[src/rtl/dmem_arbiter.sv]
// dmem_arbiter: two-port front end for the single-port data memory.
// Port 0 = core LSU, port 1 = DMA/debug; one access in flight at a time.
//
// Ports:
//   clk, rst_n            clock, async active-low reset
//   reqN/weN/addrN/...    request + access fields of port N (0/1)
//   gntN/doneN/errN       grant, completion and reject pulses to port N
//   rdata                 last completed load result
//   mem_*                 drive/return of the registered-read memory
module dmem_arbiter #(
  parameter int unsigned DATA_WIDTH = 32,
  parameter int unsigned MEM_BYTES  = 32'h0010_0000,
  parameter bit          FIXED_PRIO = 1'b0
) (
  input  logic                  clk,
  input  logic                  rst_n,
  input  logic                  req0,
  input  logic                  we0,
  input  logic [DATA_WIDTH-1:0] addr0,
  input  logic [DATA_WIDTH-1:0] wdata0,
  input  logic [1:0]            wsel0,
  input  logic [2:0]            rsel0,
  input  logic                  req1,
  input  logic                  we1,
  input  logic [DATA_WIDTH-1:0] addr1,
  input  logic [DATA_WIDTH-1:0] wdata1,
  input  logic [1:0]            wsel1,
  input  logic [2:0]            rsel1,
  output logic                  gnt0,
  output logic                  gnt1,
  output logic                  done0,
  output logic                  done1,
  output logic                  err0,
  output logic                  err1,
  output logic [DATA_WIDTH-1:0] rdata,
  output logic [DATA_WIDTH-1:0] mem_addr,
  output logic [DATA_WIDTH-1:0] mem_dataw,
  output logic                  mem_memrw,
  output logic [1:0]            mem_wsel,
  output logic [2:0]            mem_rsel,
  input  logic [DATA_WIDTH-1:0] mem_datar
);

  localparam logic [DATA_WIDTH:0] ADDR_LIM =
    (DATA_WIDTH+1)'(MEM_BYTES);

  typedef enum logic [1:0] {
    IDLE,
    ACCESS,
    RDWAIT
  } state_t;

  state_t                state_q, state_d;
  logic                  rr_q, rr_d;
  logic                  own_q, own_d;
  logic                  errp_q, errp_d;
  logic                  we_q, we_d;
  logic [DATA_WIDTH-1:0] addr_q, addr_d;
  logic [DATA_WIDTH-1:0] wdata_q, wdata_d;
  logic [1:0]            wsel_q, wsel_d;
  logic [2:0]            rsel_q, rsel_d;
  logic                  gnt0_q, gnt0_d;
  logic                  gnt1_q, gnt1_d;
  logic                  done0_q, done0_d;
  logic                  done1_q, done1_d;
  logic                  err0_q, err0_d;
  logic                  err1_q, err1_d;
  logic [DATA_WIDTH-1:0] rdata_q, rdata_d;

  logic                  any_req;
  logic                  win;
  logic                  s_we;
  logic [DATA_WIDTH-1:0] s_addr;
  logic [DATA_WIDTH-1:0] s_wdata;
  logic [1:0]            s_wsel;
  logic [2:0]            s_rsel;
  logic                  bad_rsel;
  logic                  s_ill;

  assign any_req = req0 | req1;

  // Tie: pointer port (or port 0 when fixed); otherwise the lone requester.
  always_comb begin
    win = 1'b0;
    if (req0 && req1) begin
      win = FIXED_PRIO ? 1'b0 : rr_q;
    end else begin
      win = req1;
    end
  end

  assign s_we    = win ? we1    : we0;
  assign s_addr  = win ? addr1  : addr0;
  assign s_wdata = win ? wdata1 : wdata0;
  assign s_wsel  = win ? wsel1  : wsel0;
  assign s_rsel  = win ? rsel1  : rsel0;

  always_comb begin
    bad_rsel = 1'b0;
    unique case (s_rsel)
      3'b001, 3'b110, 3'b111: bad_rsel = 1'b1;
      default:                bad_rsel = 1'b0;
    endcase
  end

  assign s_ill = (s_addr[1:0] != 2'b00)
               | ({1'b0, s_addr} >= ADDR_LIM)
               | (s_we & (s_wsel == 2'b11))
               | (~s_we & bad_rsel);

  always_comb begin
    state_d = state_q;
    rr_d    = rr_q;
    own_d   = own_q;
    errp_d  = 1'b0;
    we_d    = we_q;
    addr_d  = addr_q;
    wdata_d = wdata_q;
    wsel_d  = wsel_q;
    rsel_d  = rsel_q;
    gnt0_d  = 1'b0;
    gnt1_d  = 1'b0;
    done0_d = 1'b0;
    done1_d = 1'b0;
    err0_d  = 1'b0;
    err1_d  = 1'b0;
    rdata_d = rdata_q;
    unique case (state_q)
      IDLE: begin
        // A rejected access spends its grant cycle here; the
        // owner still holds req then, so nothing is sampled.
        if (errp_q) begin
          done0_d = ~own_q;
          done1_d = own_q;
          err0_d  = ~own_q;
          err1_d  = own_q;
        end else if (any_req) begin
          own_d   = win;
          we_d    = s_we;
          addr_d  = s_addr;
          wdata_d = s_wdata;
          wsel_d  = s_wsel;
          rsel_d  = s_rsel;
          gnt0_d  = ~win;
          gnt1_d  = win;
          rr_d    = ~win;
          if (s_ill) begin
            errp_d = 1'b1;
          end else begin
            state_d = ACCESS;
          end
        end
      end
      ACCESS: begin
        if (we_q) begin
          state_d = IDLE;
          done0_d = ~own_q;
          done1_d = own_q;
        end else begin
          state_d = RDWAIT;
        end
      end
      RDWAIT: begin
        rdata_d = mem_datar;
        state_d = IDLE;
        done0_d = ~own_q;
        done1_d = own_q;
      end
      default: begin
        state_d = IDLE;
      end
    endcase
  end

  always_ff @(posedge clk or negedge rst_n) begin
    if (!rst_n) begin
      state_q <= IDLE;
      rr_q    <= 1'b0;
      own_q   <= 1'b0;
      errp_q  <= 1'b0;
      we_q    <= 1'b0;
      addr_q  <= '0;
      wdata_q <= '0;
      wsel_q  <= '0;
      rsel_q  <= '0;
      gnt0_q  <= 1'b0;
      gnt1_q  <= 1'b0;
      done0_q <= 1'b0;
      done1_q <= 1'b0;
      err0_q  <= 1'b0;
      err1_q  <= 1'b0;
      rdata_q <= '0;
    end else begin
      state_q <= state_d;
      rr_q    <= rr_d;
      own_q   <= own_d;
      errp_q  <= errp_d;
      we_q    <= we_d;
      addr_q  <= addr_d;
      wdata_q <= wdata_d;
      wsel_q  <= wsel_d;
      rsel_q  <= rsel_d;
      gnt0_q  <= gnt0_d;
      gnt1_q  <= gnt1_d;
      done0_q <= done0_d;
      done1_q <= done1_d;
      err0_q  <= err0_d;
      err1_q  <= err1_d;
      rdata_q <= rdata_d;
    end
  end

  // Memory sees a live access only in ACCESS; reset drops it at once.
  always_comb begin
    mem_addr  = '0;
    mem_dataw = '0;
    mem_memrw = 1'b0;
    mem_wsel  = '0;
    mem_rsel  = '0;
    if (state_q == ACCESS) begin
      mem_addr  = addr_q;
      mem_dataw = wdata_q;
      mem_memrw = we_q;
      mem_wsel  = wsel_q;
      mem_rsel  = rsel_q;
    end
  end

  assign gnt0  = gnt0_q;
  assign gnt1  = gnt1_q;
  assign done0 = done0_q;
  assign done1 = done1_q;
  assign err0  = err0_q;
  assign err1  = err1_q;
  assign rdata = rdata_q;

endmodule

[config.mk]
export PLATFORM = sky130hd
export DESIGN_NAME = dmem_arbiter
export DESIGN_NICKNAME = d
export VERILOG_FILES = /design/src/rtl/dmem_arbiter.sv
export SDC_FILE = /design/constraint.sdc
export NUM_CORES = 1
export LEC_CHECK = 0
export CAP_MARGIN = 10
export CORE_ASPECT_RATIO = 2
export CORE_UTILIZATION = 35
export CTS_CLUSTER_SIZE = 30
export DETAILED_ROUTE_END_ITERATION = 16
export GPL_TIMING_DRIVEN = 1
export HOLD_SLACK_MARGIN = 0.15
export PLACE_DENSITY = 0.76
export SETUP_SLACK_MARGIN = 0.3
export SLEW_MARGIN = 10
export SYNTH_ARGS = -nofsm -noshare
export SYNTH_HDL_FRONTEND = slang
export SYNTH_SLANG_ARGS = --single-unit
[constraint.sdc]
create_clock -name clk -period 1.45 [get_ports clk]
set_input_delay 0.145 -clock clk [delete_from_list [all_inputs] [get_ports clk]]
set_output_delay 0.145 -clock clk [all_outputs]
set_load 0.02 [all_outputs]
==> metrics.md <==
| Metric | Value |
|---|---|
| Share of flip-flops with an asynchronous set or reset | 100% |
| Netlist cell types | 32 |
| Worst r2r src | errp_q$_DFF_PN0_ |
| Slew Viols, Final | 0 |
| Setup TNS | -28.43 ns |
| Ports | 284 |
| FMAX | 0.562 GHz |
| Mapped Nets | 685 |
| Area Growth Syn to Fin | 83.2% |
| Mean area per synthesized cell | 10.2 µm² |
| GPL Wtd Cong | 0.835 |
| DRT antenna net count | 0 |
| Unrepaired setup endpoints after global routing | true |
| Cell area power density | 1090 nW/µm² |
| Initial DRC count | 295 |
| Synthesized cell area | 5190 µm² |
| GRT Total Usage | 22.7% |
| Commonest non-fill, non-tap cells in the layout | clkdlybuf4s50_1 (168), dfrtp_1 (113), nand2_1 (71), and2_2 (70), buf_6 (56) |
| Yosys reg bits | 113 |
| Dpl cell area | 8570 µm² |
| Final core area utilization | 65.9% |
| Drt via density | 4.96 |
| Post-synth EDFFs | 0 |
| Vias | 5,120 |
| Sw frac | 26.2% |
| First-pass GRT wire length | 26,500 µm |
| RR Endpoint | wdata_q[6]$_DFFE_PN0P_ |
| Initial antenna violation count | 0 |
| Worst path slowest cell | dfrtp_1 |
| Hold Crit Class | input port to flip-flop |
| Comb pwr share | 19.3% |
| Clock Sinks | 113 |
| Seq/Total Area, Yosys | 54.5% |
| Root Buffer | clkbuf_16 |
| Hold_sp | addr0[27] |
| Clock transition at the registers of the reported paths | 0.06 ns |
| Initial Utilization | 36.0% |
| Worst Hold End | addr_q[27]$_DFFE_PN0P_ |
| Cell leakage power | 4.56 nW |
| Core ar. | 14,400 µm² |
| Cells along the critical path | buf_6 > nor2b_4 > buf_12 > and2_2 > buf_4 |
| Int Power | 0.00766 W |
| Crit path time final | 1.78 ns |
| Crit-path max cell delay | 0.39 ns |
| DR DRC count | 0 |
| Num CTS Buffers | 17 |
| Worst hold path stage count | 4 |
| Proportion of layout cells with a drive suffix above 1 | 36.5% |
| Cell area after layout | 9510 µm² |
| Routed WL | 18,200 µm |
| Critical path startpoint category | flip-flop |
| Clock power frac | 42.9% |
| TritonRoute pass-1 iters | 6 |
| Gr ovfl total | 0 |
| Period utilization | 123% |
| Slew headroom | 59.1% |
| Fin Hold WS | 0.200 ns |
| Vias in the first global route | 5,245 |
| Register-to-register setup slack | -0.27 ns |
| Largest net degree at the start of global routing | 114 |
| Die X | 88.1 µm |
| Slew @ Worst Pin | 0.614 ns |
| Layout Skew | 0.0103 ns |
| Total Die Area | 15,400 µm² |
| Detailed placement HPWL | 12,500 µm |
| Final Hold Vio Count | 0 |
| Clock Latency Late Sink | 0.40 ns |
| CTS tree | built |
| Final setup margin | -0.331 ns |
| Seq pwr share | 37.8% |
| Final #Nets | 1,003 |
| Core Rows | 62 |
| Prevailing post-synth register cell | dfrtp_1 |
| Critical path class | flip-flop to output pin |
| CTS H-tree lvls | 4 |
| Diode count | 0 |
| DR WL/cell | 17.6 µm |
| Max Fanout on Critical Path | 38 |
| Crit path required time | 1.31 ns |
| Cell count after synthesis | 509 |
| Sw power | 0.00272 W |
| CTS Buffer Depth | 2 |
| Commonest non-fill, non-tap cell in the layout | clkdlybuf4s50_1 |
| Pre-CTS setup slack | -0.879 ns |
| Endpoint type of the worst setup path | output pin |
| Status | finished, violations left |
| MaxCap Viol Count | 0 |
| Setup violators final | 143 |
| CP arrival | 1.64 ns |
| Failing checks | setup timing |
| Die Ht | 174 µm |
| Yosys warnings | 0 |
| Reg2Reg Depth | 5 |
| # port buffers | 283 |
| Maximum vdd drop | 0.000637 V |
==> synth_stat cells (3+ instances only) <==
cell      count  share of area (%)
a21oi_1       3               0.29
a222oi_1     32                6.2
a31oi_1      38                4.6
and2_1       71                8.6
buf_2        23                2.2
clkbuf_1     12               0.87
dfrtp_1     113                 54
inv_1        33                2.4
mux2_2       30                6.5
nand2_1      76                5.5
nor2_1       45                3.3
nor2b_1       3               0.36
nor4_1        3               0.36
nor4_2        3               0.72
==> registers in the layout (all words and copies together), names as in the netlist <==
name	cells
done0	1
wdata_q	32
rsel_q	3
wsel_q	2
rdata	32
we_q	1
rr_q	1
err1	1
state_q	2
own_q	1
done1	1
err0	1
errp_q	1
gnt1	1
addr_q	32
gnt0	1
==> layout make-up <==
type,count,area [µm²]
fill,1159,4910
clock inverter,15,208
inverter,34,128
sequential,113,2830
timing repair buffer,333,3340
multi-input combinational,328,2340
clock buffer,17,425
tap,192,240
==> routing by layer <==
layer	GRT usage (%)	routed length, µm
met4	9.14	561
met2	42.7	10200
met1	23.3	6180
met3	4.99	1270
met5	0	0
==> cells by family (layout without fill, tap and decap cells) <==
family | Yosys count | after routing | share of synthesized area [%]
buffers and inverters | 70 | 399 | 5.69
muxes | 32 | 32 | 6.94
AOI/OAI and AO/OA | 81 | 81 | 12.4
DFF | 113 | 113 | 54.5
and+or+nand+nor | 213 | 215 | 20.5
==> what timing repair did <==
| item | in CTS | in global routing |
|---|---|---|
| setup endpoints to repair | 218 | 219 |
| resized for setup | 355 | 142 |
| gates cloned | 2 | 7 |
| pin swaps | 3 | 15 |
| hold buffers | 1 | 4 |
| setup buffers | 7 | 4 |
| endpoints found under the hold margin | 113 | 4 |
==> power groups by stage <==
stage                     Combinational (W)  Sequential (W)  Clock (W)
after floorplan                    0.000867         0.00397          0
after global placement              0.00180         0.00393          0
after detailed placement            0.00186         0.00397          0
after CTS                           0.00194         0.00392    0.00456
after global routing                0.00218         0.00398    0.00469
final                               0.00200         0.00392    0.00446
==> stage by stage <==
step / power (W) / instances
floorplan: 0.00484 / 509
global placement: 0.00573 / 975
detailed placement: 0.00583 / 975
CTS: 0.0104 / 1017
global route: 0.0108 / 1032
finish: 0.0104 / 1032
==> critical path, delay by kind of cell, from the launching register on <==
kind / cells / cell delay, ns
buffers and inverters: 3 / 0.48
flip-flops: 1 / 0.39
AND/OR/NAND/NOR: 2 / 0.34
==> worst max-delay path by stage <==
stage	startpoint	slack [ns]	end
3_3_place_gp	req0	-0.75	wdata_q[31]$_DFFE_PN0P_
3_5_place_dp	req0	-0.88	wdata_q[31]$_DFFE_PN0P_
2_1_floorplan	state_q[0]$_DFFE_PN0P_	0.02	wdata_q[25]$_DFFE_PN0P_
6_report	state_q[1]$_DFFE_PN0P_	-0.33	mem_dataw[25]
5_1_grt	errp_q$_DFF_PN0_	-0.40	wdata_q[2]$_DFFE_PN0P_
4_1_cts	state_q[1]$_DFFE_PN0P_	-0.44	mem_addr[25]
(Power assumes the default switching activity.)
